$ cat src/rtl/trisc_mem_arbiter_pkg.sv
// Shared definitions for the TRISC memory arbiter and the TRISC controller:
// FSM encoding, requester indices and default bus widths.
package trisc_mem_arbiter_pkg;

  localparam int unsigned AW_DEFAULT = 4;
  localparam int unsigned DW_DEFAULT = 8;

  localparam logic CPU = 1'b0;
  localparam logic IO  = 1'b1;

  typedef enum logic [1:0] {
    StIdle   = 2'b00,
    StAccess = 2'b01,
    StResp   = 2'b10
  } arb_state_e;

  // Index of the requester that is not idx.
  function automatic logic other_req(input logic idx);
    return ~idx;
  endfunction

endpackage

$ cat src/rtl/trisc_rr_pick.sv
// Two-way round-robin selector: on a tie, the requester not served last wins.
module trisc_rr_pick
  import trisc_mem_arbiter_pkg::*;
(
  input  logic [1:0] req,
  input  logic       last_gnt,
  output logic       gnt_valid,
  output logic       gnt_idx
);

  always_comb begin
    gnt_valid = |req;
    gnt_idx   = CPU;
    unique case (req)
      2'b01:   gnt_idx = CPU;
      2'b10:   gnt_idx = IO;
      2'b11:   gnt_idx = other_req(last_gnt);
      default: gnt_idx = CPU;
    endcase
  end

endmodule

$ cat src/rtl/trisc_mem_arbiter.sv
// Arbitrates a CPU controller and an I/O loader onto one single-port memory.
// Each transaction walks IDLE -> ACCESS -> RESP; the ack is issued in RESP.
module trisc_mem_arbiter
  import trisc_mem_arbiter_pkg::*;
#(
  parameter int unsigned AW = AW_DEFAULT,
  parameter int unsigned DW = DW_DEFAULT
) (
  input  logic          Clock,
  input  logic          Resetn,
  input  logic          req0,
  input  logic          req1,
  input  logic          we0,
  input  logic          we1,
  input  logic [AW-1:0] addr0,
  input  logic [AW-1:0] addr1,
  input  logic [DW-1:0] wdata0,
  input  logic [DW-1:0] wdata1,
  output logic          ack0,
  output logic          ack1,
  output logic [DW-1:0] rdata,
  output logic          mem_en,
  output logic          mem_we,
  output logic [AW-1:0] mem_addr,
  output logic [DW-1:0] mem_wdata,
  input  logic [DW-1:0] mem_rdata,
  output logic          busy,
  output logic          gnt_id
);

  arb_state_e    r_state;
  arb_state_e    w_state_nxt;
  logic          r_last_gnt;
  logic          r_gnt_id;
  logic          r_we;
  logic [AW-1:0] r_addr;
  logic [DW-1:0] r_wdata;
  logic [DW-1:0] r_rdata;

  logic          w_gnt_valid;
  logic          w_gnt_idx;
  logic          w_grant;
  logic          w_sel_we;
  logic [AW-1:0] w_sel_addr;
  logic [DW-1:0] w_sel_wdata;
  logic          w_in_access;
  logic          w_in_resp;

  trisc_rr_pick u_rr_pick (
    .req       ({req1, req0}),
    .last_gnt  (r_last_gnt),
    .gnt_valid (w_gnt_valid),
    .gnt_idx   (w_gnt_idx)
  );

  assign w_sel_we    = (w_gnt_idx == IO) ? we1    : we0;
  assign w_sel_addr  = (w_gnt_idx == IO) ? addr1  : addr0;
  assign w_sel_wdata = (w_gnt_idx == IO) ? wdata1 : wdata0;

  always_comb begin
    w_state_nxt = r_state;
    w_grant     = 1'b0;
    case (r_state)
      StIdle: begin
        if (w_gnt_valid) begin
          w_grant     = 1'b1;
          w_state_nxt = StAccess;
        end
      end
      StAccess: w_state_nxt = StResp;
      StResp:   w_state_nxt = StIdle;
      default:  w_state_nxt = StIdle;
    endcase
  end

  always_ff @(posedge Clock or negedge Resetn) begin
    if (!Resetn) begin
      r_state    <= StIdle;
      r_last_gnt <= IO;
      r_gnt_id   <= CPU;
      r_we       <= 1'b0;
      r_addr     <= '0;
      r_wdata    <= '0;
      r_rdata    <= '0;
    end else begin
      r_state <= w_state_nxt;
      if (w_grant) begin
        r_gnt_id <= w_gnt_idx;
        r_we     <= w_sel_we;
        r_addr   <= w_sel_addr;
        r_wdata  <= w_sel_wdata;
      end
      if (w_in_resp) begin
        r_last_gnt <= r_gnt_id;
        if (!r_we) r_rdata <= mem_rdata;
      end
    end
  end

  assign w_in_access = (r_state == StAccess);
  assign w_in_resp   = (r_state == StResp);

  assign mem_en    = w_in_access;
  assign mem_we    = w_in_access & r_we;
  assign mem_addr  = r_addr;
  assign mem_wdata = r_wdata;

  assign busy   = (r_state != StIdle);
  assign gnt_id = r_gnt_id;
  assign ack0   = w_in_resp & (r_gnt_id == CPU);
  assign ack1   = w_in_resp & (r_gnt_id == IO);

  // Memory data arrives in the ack cycle, so a read forwards it there; the
  // register keeps it stable afterwards and across writes.
  assign rdata = (w_in_resp && !r_we) ? mem_rdata : r_rdata;

endmodule

$ cat config.mk
export PLATFORM = sky130hd
export DESIGN_NAME = trisc_mem_arbiter
export DESIGN_NICKNAME = d
export VERILOG_FILES = /design/src/rtl/trisc_mem_arbiter_pkg.sv /design/src/rtl/trisc_rr_pick.sv /design/src/rtl/trisc_mem_arbiter.sv
export SDC_FILE = /design/constraint.sdc
export NUM_CORES = 1
export LEC_CHECK = 0
export CAP_MARGIN = 40
export CORE_MARGIN = 2
export CORE_UTILIZATION = 35
export DETAILED_ROUTE_END_ITERATION = 10
export PLACE_DENSITY_LB_ADDON = 0.12
export SKIP_LAST_GASP = 1
export SLEW_MARGIN = 40
export SYNTH_ARGS = -nofsm -noshare
export SYNTH_HDL_FRONTEND = slang
export SYNTH_SLANG_ARGS = --single-unit
$ cat constraint.sdc
create_clock -name Clock -period 1.8 [get_ports Clock]
set_input_delay 0.36 -clock Clock [delete_from_list [all_inputs] [get_ports Clock]]
set_output_delay 0.36 -clock Clock [all_outputs]
set_load 0.03 [all_outputs]
== Yosys cells after proc, flatten, opt, wreduce, memory -nomap -nowiden ==
Index checks and enable logic that the tools add are counted.

* Output and inout port bits: 26
* Input port bits: 38
* Register bits after elaboration: 25

* Eq/ne operators: 5
* Muxes and demuxes: 9
* Bitwise gates (word level): 6
* Reduce and logical (&&, ||, !) cells: 6

{| class="wikitable"
|+ Operators by type and width
! operator !! number
|-
| $mux 8 || 2
|-
| $eq 2x2->1 const B || 3
|-
| $mux 4 || 1
|-
| $pmux 2 s2 || 1
|-
| $and 1x1->1 || 3
|-
| $mux 1 || 3
|-
| $not 1->1 || 3
|-
| $eq 2x1->1 const B || 1
|-
| $logic_not 2->1 || 1
|-
| $mux 2 || 1
|-
| $ne 2x1->1 const B || 1
|-
| $pmux 1 s2 || 1
|-
| $reduce_and 2->1 || 1
|-
| $reduce_bool 2->1 || 1
|-
| $reduce_or 2->1 || 1
|-
| $logic_and 1x1->1 || 1
|-
| $logic_not 1->1 || 1
|}

== Longest topological paths before layout ==
* Depth after elaboration: 3
* Depth in mapped cells: 4
* Depth with buffers taken out: 3

== Modules after synthesis ==
From an unflattened synthesis, not the netlist that was laid out.

* Cell total of the unflattened synthesis: 83
* Area, all modules: 1,238.7 sq um

{| class="wikitable"
|+ By module, submodules not included
! module !! cells an instance !! sequential area each (sq um) !! area an instance (sq um) !! instances
|-
| trisc_mem_arbiter || 81 || 626.9 || 1,224.9 || 1
|-
| trisc_rr_pick || 2 || 0.0 || 13.8 || 1
|}

== Worst setup path after synthesis ==
OpenSTA, ideal clock, no wires.

* Path type: register to output
* Start point: reg r_state[0]
* End point: out rdata[0]
* Setup slack: 159 ps
* Data arrival time: 1,281 ps
* Buffers on the path: 0
* Required time: 1,440 ps
* Cell stages (with the launch flop): 4
* Cells stage by stage: dfrtp_1 nand2b_1 nor2_2 mux2_2

* Cells in the longest elaborated chain, start to end: 3

{| class="wikitable"
|+ Ends and longest elaborated chain
! element !! line !! RTL
|-
| start: declaration || trisc_mem_arbiter.sv:31 || <nowiki>arb_state_e r_state;</nowiki>
|-
| start signal: assignment || trisc_mem_arbiter.sv:78 || <nowiki>r_state <= StIdle;</nowiki>
|-
| start signal: assignment || trisc_mem_arbiter.sv:86 || <nowiki>r_state <= w_state_nxt;</nowiki>
|-
| $eq 2x2->1 || trisc_mem_arbiter.sv:101 || <nowiki>assign w_in_resp = (r_state == StResp);</nowiki>
|-
| $logic_and 1x1->1 || trisc_mem_arbiter.sv:115 || <nowiki>assign rdata = (w_in_resp && !r_we) ? mem_rdata : r_rdata;</nowiki>
|-
| $mux 8 || trisc_mem_arbiter.sv:115 ||
|-
| end: declaration || trisc_mem_arbiter.sv:21 || <nowiki>output logic [DW-1:0] rdata,</nowiki>
|}

No other way between the ends.

== Final worst setup path ==
* Start point: reg r_state[0]
* End point: out rdata[1]

Same word-level chain as after synthesis.

==> reports/metrics.yaml <==
first_global_vias: 948
htreeDepth: 1
finalNetCount: 192
mappedNetlistArea_mm2: 0.00114
num_io_pins: 64
power.leakage_nw: 0.895
slew_viols_final: 0
fin_total_pwr_mw: 3.51
core-area_mm2: 0.00308
finalSetupViolCount: 8
area.growth.synth_to_final_pct: 72.2
postCtsHoldBufs: 0
timing.final.hold_violations: 0
viasPerCell: 4.52
worstSkewPairLatency_ns: 0.30
synthesis.yosys.warnings: 0
gp_congestion: 0.704
avgRoutedWirePerCell_um: 12.5
syn_avg_cell_area_um2: 15.1
pin_count_of_the_biggest_net_entering_global_routing: 26
cts_root_buf: "sky130_fd_sc_hd__clkbuf_4"
cap_violations: 0
arrival_ns: 1.55
timing_worst_slew_pin_value_ns: 0.443
fraction_of_the_yosys_area_taken_by_sequential_cells: 0.548
ys_ff_latch: 25
finalCriticalPeriod_ns: 1.91
final.setup_skew_ns: 0.00142
multi_input_area_um2: 533
postSynth.asyncResetShare: 1.00
ys_dominant_reg_cell: "sky130_fd_sc_hd__dfrtp_1"
layout_worst_path_cycle_share: 1.06
post_synth_inst_count: 76
core.rowCount: 20
postSynthNetCount: 114
die_span_in_y_um: 61.2
worst_setup_path_start_kind: "register"
synth-edff-count: 0
ir_drop_v: 0.000786
post_synth_num_cell_types: 16
drt-total-wl_mm: 2.47
max_clock_freq_mhz: 523
tritoncts: "yes"
cell_with_the_most_instances_after_synthesis: "sky130_fd_sc_hd__mux2_2"
hp-class: "primary input to async pin"
groute.usage.overall: 0.137
dr.first_iter.drc_count: 14
grt_first_pass_wirelength_mm: 3.80
vias: 891
total_placed_cells_including_tap_cells: 191
detailedPlacementHpwl_mm: 1.90
yosysTopAreaCellShare: 0.525
worst_slack_ns: -0.112
port_buffers: 63
antennaDiodeCount: 0
initial_utilization: 0.372
cp.required_ns: 1.44
critical_path_peak_fanout: 4
congestion_overflow_gr: 0
antenna_found_initial: 0
fp.dieW_um: 61.2
cts-root-to-sink-buffers: 2
fill_cells: 250
synth_common_cells: "sky130_fd_sc_hd__mux2_2, sky130_fd_sc_hd__dfrtp_1, sky130_fd_sc_hd__mux2_4"
antenna_violating_nets_post_route: 0
share_of_cells_above_drive_strength_1: 0.431
failed_checks: "setup timing"
clkTransAtPathRegs_ns: 0.13
cts-buffers-inserted: 3
ff_latch_area_um2: 627
drc: 0
design.die.area_mm2: 0.00374
fin_util: 0.641
tritoncts_num_sinks: 25
slew_headroom: 0.705
grt_setup_unrepaired: "true"
finish.cell_count_without_fillers: 197
criticalPathCategory: "register to output pin"
status: "finished with violations"
powerDensity_mw_per_mm2: 1780
crit_path_end_kind: "output pin"
area_contributors_post_synth: "sky130_fd_sc_hd__dfrtp_1, sky130_fd_sc_hd__mux2_2, sky130_fd_sc_hd__mux2_4, sky130_fd_sc_hd__dfstp_2, sky130_fd_sc_hd__nor2b_1"
tns_setup_ns: -0.858
synth_area_leader_cell: "sky130_fd_sc_hd__dfrtp_1"
drtPass1Iterations: 2
==> flip-flops by register name (all words and copies together) (netlist names) <==
name and cells:
mem_addr 4, r_rdata 8, r_we 1, mem_wdata 8
gnt_id 1, r_last_gnt 1, r_state 2
==> layout make-up <==
type                            count  share of cell area
Timing Repair Buffer               75               0.365
Tap cell                           44              0.0279
Sequential cell                    25               0.318
Clock buffer                        4              0.0133
Inverter                            3             0.00571
Multi-Input combinational cell     46               0.270
==> kinds of logic (layout without fill, tap and decap cells) <==
logic type	after synthesis	in the layout	share of synthesized area
AO/OA/AOI/OAI	4	4	0.0273
AND/OR/NAND/NOR	8	8	0.0372
flip-flops	25	25	0.548
multiplexers	34	34	0.364
buffers and inverters	5	82	0.0240
==> worst paths after layout <==
check / cells after the start / slack [ns] / end / from
max in group asynchronous: 2 / 1.10 / r_last_gnt / Resetn
min reg2reg: 1 / 0.52 / r_rdata[6] / r_rdata[6]
min: 2 / 0.41 / r_rdata[5] / Resetn
max: 5 / -0.11 / rdata[1] / r_state[0]
min in group Clock: 1 / 0.52 / r_rdata[6] / r_rdata[6]
max reg2reg: 3 / 0.09 / mem_wdata[6] / r_last_gnt
==> where the power goes <==
group	leakage, nW	switching (mW)	internal, mW
sequential	0.294	0.134	0.854
clock	0.0150	0.153	0.0863
combinational	0.585	1.12	1.16
==> layout by cell type, fill, tap and decap left out <==
| cell | n |
|---|---|
| sky130_fd_sc_hd__a21bo_2 | 1 |
| sky130_fd_sc_hd__a21o_1 | 1 |
| sky130_fd_sc_hd__and2_1 | 1 |
| sky130_fd_sc_hd__buf_4 | 13 |
| sky130_fd_sc_hd__buf_6 | 10 |
| sky130_fd_sc_hd__clkbuf_1 | 1 |
| sky130_fd_sc_hd__clkbuf_2 | 2 |
| sky130_fd_sc_hd__clkbuf_4 | 3 |
| sky130_fd_sc_hd__clkdlybuf4s50_1 | 49 |
| sky130_fd_sc_hd__dfrtp_1 | 24 |
| sky130_fd_sc_hd__dfstp_2 | 1 |
| sky130_fd_sc_hd__dlygate4sd2_1 | 1 |
| sky130_fd_sc_hd__inv_1 | 3 |
| sky130_fd_sc_hd__mux2_2 | 17 |
| sky130_fd_sc_hd__mux2_4 | 17 |
| sky130_fd_sc_hd__nand2b_4 | 1 |
| sky130_fd_sc_hd__nor2_1 | 3 |
| sky130_fd_sc_hd__nor2_4 | 1 |
| sky130_fd_sc_hd__nor2b_1 | 2 |
| sky130_fd_sc_hd__o21ai_1 | 1 |
| sky130_fd_sc_hd__o2bb2ai_1 | 1 |
==> routing by layer <==
layer,up-vias,track usage,wire (um)
li1,422,-,-
met3,2,0.0378,179
met1,435,0.142,988
met2,32,0.257,1290
met5,-,0,0
met4,0,0.0590,14
==> metrics by stage <==
stage                     instance area [um^2]  worst slack [ns]  hold slack, ns
after floorplan                           1140             0.159          0.0644
after global placement                    1880            -0.251           0.481
after detailed placement                  1880            -0.280           0.485
after CTS                                 1890            -0.228           0.410
after global routing                      1970            -0.187           0.421
final                                     1970            -0.112           0.409
==> worst max-delay path, stage by stage (launching register included) <==
cell and delay [ns]:
sky130_fd_sc_hd__dfrtp_1 0.40, sky130_fd_sc_hd__nand2b_4 0.15, sky130_fd_sc_hd__nor2_4 0.12, sky130_fd_sc_hd__buf_6 0.13, sky130_fd_sc_hd__mux2_4 0.31, sky130_fd_sc_hd__buf_6 0.14
==> timing repair <==
action | CTS | global route
setup endpoints to repair | 12 | 11
gates cloned | 0 | 0
gates resized for setup | 53 | 30
pin swaps | 0 | 1
setup buffers | 0 | 2
Note: power is estimated with default switching activity, not from simulation.
